$ cat src/rtl/color_centroid_tracker.sv
// Color centroid tracker: accumulates per-color coordinate sums over a raster
// frame, then divides them with one shared restoring divider and hands each
// color's centroid to the consumer through a valid/ready handshake.
module color_centroid_tracker #(
  parameter int NUM_COLORS = 3,
  parameter int LABEL_W    = 2,
  parameter int FRAME_W    = 320,
  parameter int FRAME_H    = 240,
  parameter int MIN_COUNT  = 16
) (
  input  logic                                  clk_in,
  input  logic                                  reset_in,
  input  logic [LABEL_W-1:0]                    label_in,
  input  logic                                  label_valid_in,
  input  logic                                  frame_done_in,
  input  logic                                  centroid_ready_in,
  output logic                                  centroid_valid_out,
  output logic [LABEL_W-1:0]                    centroid_color_out,
  output logic [$clog2(FRAME_W)-1:0]            centroid_x_out,
  output logic [$clog2(FRAME_H)-1:0]            centroid_y_out,
  output logic                                  centroid_found_out,
  output logic [$clog2(FRAME_W*FRAME_H+1)-1:0]  pixel_count_out,
  output logic                                  busy_out,
  output logic                                  overflow_out,
  output logic                                  dropped_out
);
  localparam int XW    = $clog2(FRAME_W);
  localparam int YW    = $clog2(FRAME_H);
  localparam int YCW   = $clog2(FRAME_H+1);   // y may reach FRAME_H = frame full
  localparam int CW    = $clog2(FRAME_W*FRAME_H+1);
  localparam int SUM_W = $clog2(FRAME_W*FRAME_H*(FRAME_W-1)+1);
  localparam int SW    = $clog2(SUM_W);

  typedef enum logic [1:0] {ACCUM, DIVIDE, OUTPUT} state_t;
  typedef enum logic [1:0] {P_LOAD, P_X, P_Y} phase_t;

  state_t state, state_n;
  phase_t phase;

  logic [XW-1:0]    x;
  logic [YCW-1:0]   y;
  logic [SUM_W-1:0] sum_x [NUM_COLORS];
  logic [SUM_W-1:0] sum_y [NUM_COLORS];
  logic [CW-1:0]    count [NUM_COLORS];
  logic [LABEL_W-1:0] cur, ci, li;
  logic [CW-1:0]    dvs, rem, rem_n;
  logic [SUM_W-1:0] quo, quo_n;
  logic [CW:0]      rem_sh;
  logic [SW-1:0]    step;
  logic             in_range, lbl_ok, skip, last_step;

  assign in_range  = (y != YCW'(FRAME_H));
  assign lbl_ok    = (label_in != '0) && (label_in <= LABEL_W'(NUM_COLORS));
  assign li        = label_in - 1'b1;
  assign ci        = cur - 1'b1;
  assign skip      = (count[ci] == '0) || (count[ci] < CW'(MIN_COUNT));
  assign last_step = (step == SW'(SUM_W-1));

  // One restoring-division step: shift in the next dividend bit, subtract if it fits
  always_comb begin
    rem_sh = {rem, quo[SUM_W-1]};
    if (rem_sh >= {1'b0, dvs}) begin
      rem_n = rem_sh[CW-1:0] - dvs;
      quo_n = {quo[SUM_W-2:0], 1'b1};
    end else begin
      rem_n = rem_sh[CW-1:0];
      quo_n = {quo[SUM_W-2:0], 1'b0};
    end
  end

  // State register
  always_ff @(posedge clk_in or posedge reset_in) begin
    if (reset_in) state <= ACCUM;
    else          state <= state_n;
  end

  // Next-state and status outputs
  always_comb begin
    state_n            = state;
    busy_out           = 1'b0;
    centroid_valid_out = 1'b0;
    case (state)
      ACCUM:  if (frame_done_in) state_n = DIVIDE;
      DIVIDE: begin
        busy_out = 1'b1;
        if ((phase == P_LOAD && skip) || (phase == P_Y && last_step)) state_n = OUTPUT;
      end
      OUTPUT: begin
        busy_out           = 1'b1;
        centroid_valid_out = 1'b1;
        if (centroid_ready_in)
          state_n = (cur == LABEL_W'(NUM_COLORS)) ? ACCUM : DIVIDE;
      end
      default: state_n = ACCUM;
    endcase
  end

  // Raster position and overflow tracking; runs in every state
  always_ff @(posedge clk_in or posedge reset_in) begin
    if (reset_in) begin
      x            <= '0;
      y            <= '0;
      overflow_out <= 1'b0;
      dropped_out  <= 1'b0;
    end else begin
      dropped_out <= frame_done_in && (state != ACCUM);
      if (frame_done_in) begin
        x            <= '0;
        y            <= '0;
        overflow_out <= 1'b0;
      end else if (label_valid_in) begin
        if (!in_range)                  overflow_out <= 1'b1;
        else if (x == XW'(FRAME_W-1)) begin
          x <= '0;
          y <= y + 1'b1;
        end else                        x <= x + 1'b1;
      end
    end
  end

  // Accumulators, divider sequencing and result registers
  always_ff @(posedge clk_in or posedge reset_in) begin
    if (reset_in) begin
      for (int i = 0; i < NUM_COLORS; i++) begin
        sum_x[i] <= '0;
        sum_y[i] <= '0;
        count[i] <= '0;
      end
      phase              <= P_LOAD;
      cur                <= LABEL_W'(1);
      dvs                <= '0;
      rem                <= '0;
      quo                <= '0;
      step               <= '0;
      centroid_color_out <= '0;
      centroid_x_out     <= '0;
      centroid_y_out     <= '0;
      centroid_found_out <= 1'b0;
      pixel_count_out    <= '0;
    end else begin
      case (state)
        ACCUM: begin
          // A pixel coinciding with frame_done still belongs to the ending frame
          if (label_valid_in && in_range && lbl_ok) begin
            sum_x[li] <= sum_x[li] + SUM_W'(x);
            sum_y[li] <= sum_y[li] + SUM_W'(y);
            count[li] <= count[li] + 1'b1;
          end
          if (frame_done_in) begin
            cur   <= LABEL_W'(1);
            phase <= P_LOAD;
          end
        end
        DIVIDE: begin
          case (phase)
            P_LOAD: begin
              if (skip) begin
                centroid_color_out <= cur;
                centroid_x_out     <= '0;
                centroid_y_out     <= '0;
                centroid_found_out <= 1'b0;
                pixel_count_out    <= count[ci];
              end else begin
                dvs   <= count[ci];
                rem   <= '0;
                quo   <= sum_x[ci];
                step  <= '0;
                phase <= P_X;
              end
            end
            P_X: begin
              if (last_step) begin
                centroid_x_out <= quo_n[XW-1:0];
                rem            <= '0;
                quo            <= sum_y[ci];
                step           <= '0;
                phase          <= P_Y;
              end else begin
                rem  <= rem_n;
                quo  <= quo_n;
                step <= step + 1'b1;
              end
            end
            P_Y: begin
              if (last_step) begin
                centroid_y_out     <= quo_n[YW-1:0];
                centroid_color_out <= cur;
                centroid_found_out <= 1'b1;
                pixel_count_out    <= dvs;
                phase              <= P_LOAD;
              end else begin
                rem  <= rem_n;
                quo  <= quo_n;
                step <= step + 1'b1;
              end
            end
            default: phase <= P_LOAD;
          endcase
        end
        OUTPUT: begin
          if (centroid_ready_in) begin
            phase <= P_LOAD;
            if (cur == LABEL_W'(NUM_COLORS)) begin
              for (int i = 0; i < NUM_COLORS; i++) begin
                sum_x[i] <= '0;
                sum_y[i] <= '0;
                count[i] <= '0;
              end
            end else begin
              cur <= cur + 1'b1;
            end
          end
        end
        default: ;
      endcase
    end
  end
endmodule

$ cat config.mk
export PLATFORM = sky130hd
export DESIGN_NAME = color_centroid_tracker
export DESIGN_NICKNAME = d
export VERILOG_FILES = /design/src/rtl/color_centroid_tracker.sv
export SDC_FILE = /design/constraint.sdc
export NUM_CORES = 1
export LEC_CHECK = 0
export CORE_MARGIN = 2
export CORE_UTILIZATION = 45
export DETAILED_ROUTE_END_ITERATION = 7
export PLACE_DENSITY_LB_ADDON = 0.12
export SYNTH_ARGS = -nofsm -noshare
export SYNTH_HDL_FRONTEND = slang
export SYNTH_SLANG_ARGS = --single-unit
$ cat constraint.sdc
create_clock -name clk_in -period 11.9 [get_ports clk_in]
set_clock_uncertainty 0.2 [all_clocks]
set_input_delay 2.38 -clock clk_in [delete_from_list [all_inputs] [get_ports clk_in]]
set_output_delay 2.38 -clock clk_in [all_outputs]
set_load 0.05 [all_outputs]
==> results.toml <==
[run_status]
status = "complete, no violations"

[clocking]
cts_sinks = 327
cts_max_level = 2
cts_resized = 0
cts.path.max_buffers = 3
cts_root_buf = "clkbuf_16"
cts_buffers = 39
hold_buffers = 0
clk_latency_ns = 0.55
cts_tree = "yes"
postCtsSetupRepairBufs = 0
path_clk_slew_ns = 0.06

[synth]
synthFlopType = "dfrtp_1"
syn_nets = 1953
synth_seq_cells = 327
yosysSeqAreaShare = 0.444
synthArstFlopShare = 1.00
synthTopCellsByArea = "dfrtp_1 (44%), a22o_1 (6.2%), mux2_2 (6.0%)"
synth.largest_area_cell = "dfrtp_1"
yosysTopAreaCellShare = 0.442
yosys.cell_types.count = 77
synthCells = 1889
syn_avg_cell_area_um2 = 9.76
synth_edf_count = 0
netlist_area_um2 = 18400
yosys_warnings = 0

[timing]
max_freq_mhz = 131
finalCritPeriodShare = 0.643
hold_viol_final = 0
setup_viol = 0
rsz0062_at_grt = "false"
fin_crit_ns = 7.65
max_slew_margin = 0.176
tns_ns = 0
drv_slew = 0
tightest_slew_ns = 1.23

[pwr]
ir_worst_vdd_uv = 156
powerDensity_nw_per_um2 = 153
power.net_switching_w = 0.00103
sequentialPowerShare = 0.377
p_clk_frac = 0.404
p_leak_nw = 9.19
internal_power_w = 0.00214
p_sw_frac = 0.324
power_frac_comb = 0.220

[floorplan]
pin_count = 48
fp.dieH_um = 206
core_area_um2 = 40600
die_area_um2 = 42600
die_w_um = 206
initial_core_util = 0.454
fp-row-count = 74

[detailed_routing]
vias_per_cell = 6.03
routed_wl_um = 52500
drtIter0Drc = 1126
ant_nets = 0
vias = 14700
drc = 0
wl_per_cell_um = 21.5
dr.pass1.iters = 6

[final_layout]
final_common_cell = "dfrtp_1"
nets = 1942
fin_util = 0.510
diodes = 0
syn_to_final_growth_pct = 12.3
drive_gt1_frac = 0.113
most-common-layout-cells = "dfrtp_1 (326), nand2_1 (220), o21ai_0 (193)"

[global_routing]
grt_pass1_wl_um = 83500
first_global_vias = 14500
antenna_found_initial = 0
use_met3 = 0.0430
grtUsageTotal = 0.252
grtUsageMet2 = 0.400
overflow = 0
use_met1 = 0.354
grt_start_max_net_pins = 123
top_usage_layer = "met2"

[setup_path]
crit_arrival_ns = 7.83
worstPathRequired_ns = 12.08
worst-path-max-fanout = 40
r2r_cells = 11
crit_type = "in -> reg"
r2r_start = "cur[0]"
cp-end-kind = "register"
reg2reg_to = "quo[24]"
cp-endpoint = "sum_x[49]"
crit_path_start_kind = "primary input"
crit_start = "label_in[0]"
r2r_slack_ns = 6.02

[placed_design]
gp_congestion = 0.806
io_buffers = 47
dp_hpwl_um = 32100

[hold_path]
hold_path.startpoint = "quo[23]"
hold_class = "reg -> reg"
hold_path_depth = 2

[run]
drv_cap = 0
flip-flops by register name (all words and copies together), names as in the netlist:
register	count
sum_x	75
sum_y	75
count	51
quo	25
dvs	17
pixel_count_out	17
rem	17
centroid_x_out	9
x	9
centroid_y_out	8
y	8
step	5
centroid_color_out	2
cur	2
phase	2
state	2
centroid_found_out	1
dropped_out	1
overflow_out	1
worst min path at each step:
stage	to	slack, ns
finish	quo[23]	0.28
global route	quo[23]	0.31
CTS	quo[23]	0.28
detailed placement	quo[23]	0.27
global placement	quo[23]	0.27
floorplan	quo[12]	0.25
synth_stat cells (4+ instances only):
| cell | n |
|---|---|
| and3_1 | 4 |
| o21ai_1 | 5 |
| or3_1 | 6 |
| dfrtp_1 | 326 |
| inv_1 | 59 |
| a31oi_1 | 5 |
| nor3_1 | 23 |
| nand3_1 | 27 |
| or2_2 | 8 |
| o21ai_0 | 195 |
| a211oi_1 | 7 |
| nor2_1 | 84 |
| and2_1 | 6 |
| o21a_1 | 13 |
| nor3b_1 | 4 |
| a22o_1 | 130 |
| buf_1 | 17 |
| nand2_1 | 220 |
| a21oi_1 | 73 |
| o31ai_1 | 13 |
| o22ai_1 | 30 |
| a22oi_1 | 78 |
| clkbuf_1 | 91 |
| o31a_1 | 4 |
| mux2_2 | 98 |
| ha_1 | 54 |
| xor2_1 | 31 |
| a221oi_1 | 13 |
| xnor2_1 | 47 |
| mux2i_1 | 79 |
| nor2b_1 | 24 |
| mux2_1 | 4 |
| nand4_1 | 4 |
| nor4_1 | 9 |
| nand2b_1 | 13 |
| buf_2 | 14 |
| a21o_1 | 8 |
worst max-delay path, cell delays in order:
cell and delay [ns]:
buf_2 0.75, inv_1 0.22, ha_4 0.63, and2b_2 0.71, buf_4 0.56, nand2_1 0.09, o21ai_0 0.10, ha_1 0.30
nor2b_1 0.16, o31a_1 0.30, o311a_1 0.39, o211ai_1 0.63, nor3_1 0.13, nor3b_1 0.31, o21ai_0 0.12
routing by layer:
layer / vias to the layer above / part of all wire
li1: 6869 / -
met1: 7368 / 0.47
met2: 390 / 0.46
met3: 77 / 0.056
met4: 0 / 0.022
met5: - / 0
metrics by stage:
| step | total power (W) | setup WS [ns] | hold WS, ns | cell area [µm²] | cells |
|---|---|---|---|---|---|
| after floorplan | 0.00167 | 0.267 | 0.250 | 18400 | 1889 |
| after global placement | 0.00190 | 3.74 | 0.266 | 19400 | 2369 |
| after detailed placement | 0.00190 | 3.71 | 0.272 | 19400 | 2369 |
| after CTS | 0.00319 | 4.30 | 0.284 | 20700 | 2439 |
| after global routing | 0.00328 | 4.03 | 0.306 | 20700 | 2439 |
| final | 0.00317 | 4.25 | 0.282 | 20700 | 2439 |
kinds of logic (layout without fill, tap and decap cells):
kind of cell               after synthesis  after routing  synth area share
AOI/OAI and AO/OA                      605            605             0.220
and+or+nand+nor                        456            456             0.114
muxes                                  181            181             0.105
xor gates and xnor gates                78             78            0.0370
DFF                                    327            327             0.444
buffers and inverters                  185            203            0.0400
adders and majority gates               57             57            0.0399
area by class of cell:
cell class / count / area [µm²]
clock buffer: 61 / 1190
multi-input combinational: 1377 / 9600
timing repair buffer: 74 / 668
inverter: 59 / 229
sequential: 327 / 8190
clock inverter: 9 / 175
fill: 3718 / 19900
tap: 532 / 666
power groups by stage:
stage                     registers [W]  clock network, W  logic (W)
after detailed placement        0.00121                 0   0.000690
after CTS                       0.00119           0.00130   0.000691
after floorplan                 0.00121                 0   0.000463
final                           0.00119           0.00128   0.000696
after global placement          0.00121                 0   0.000686
after global routing            0.00120           0.00134   0.000739
Note: power is estimated with default switching activity, not from simulation.
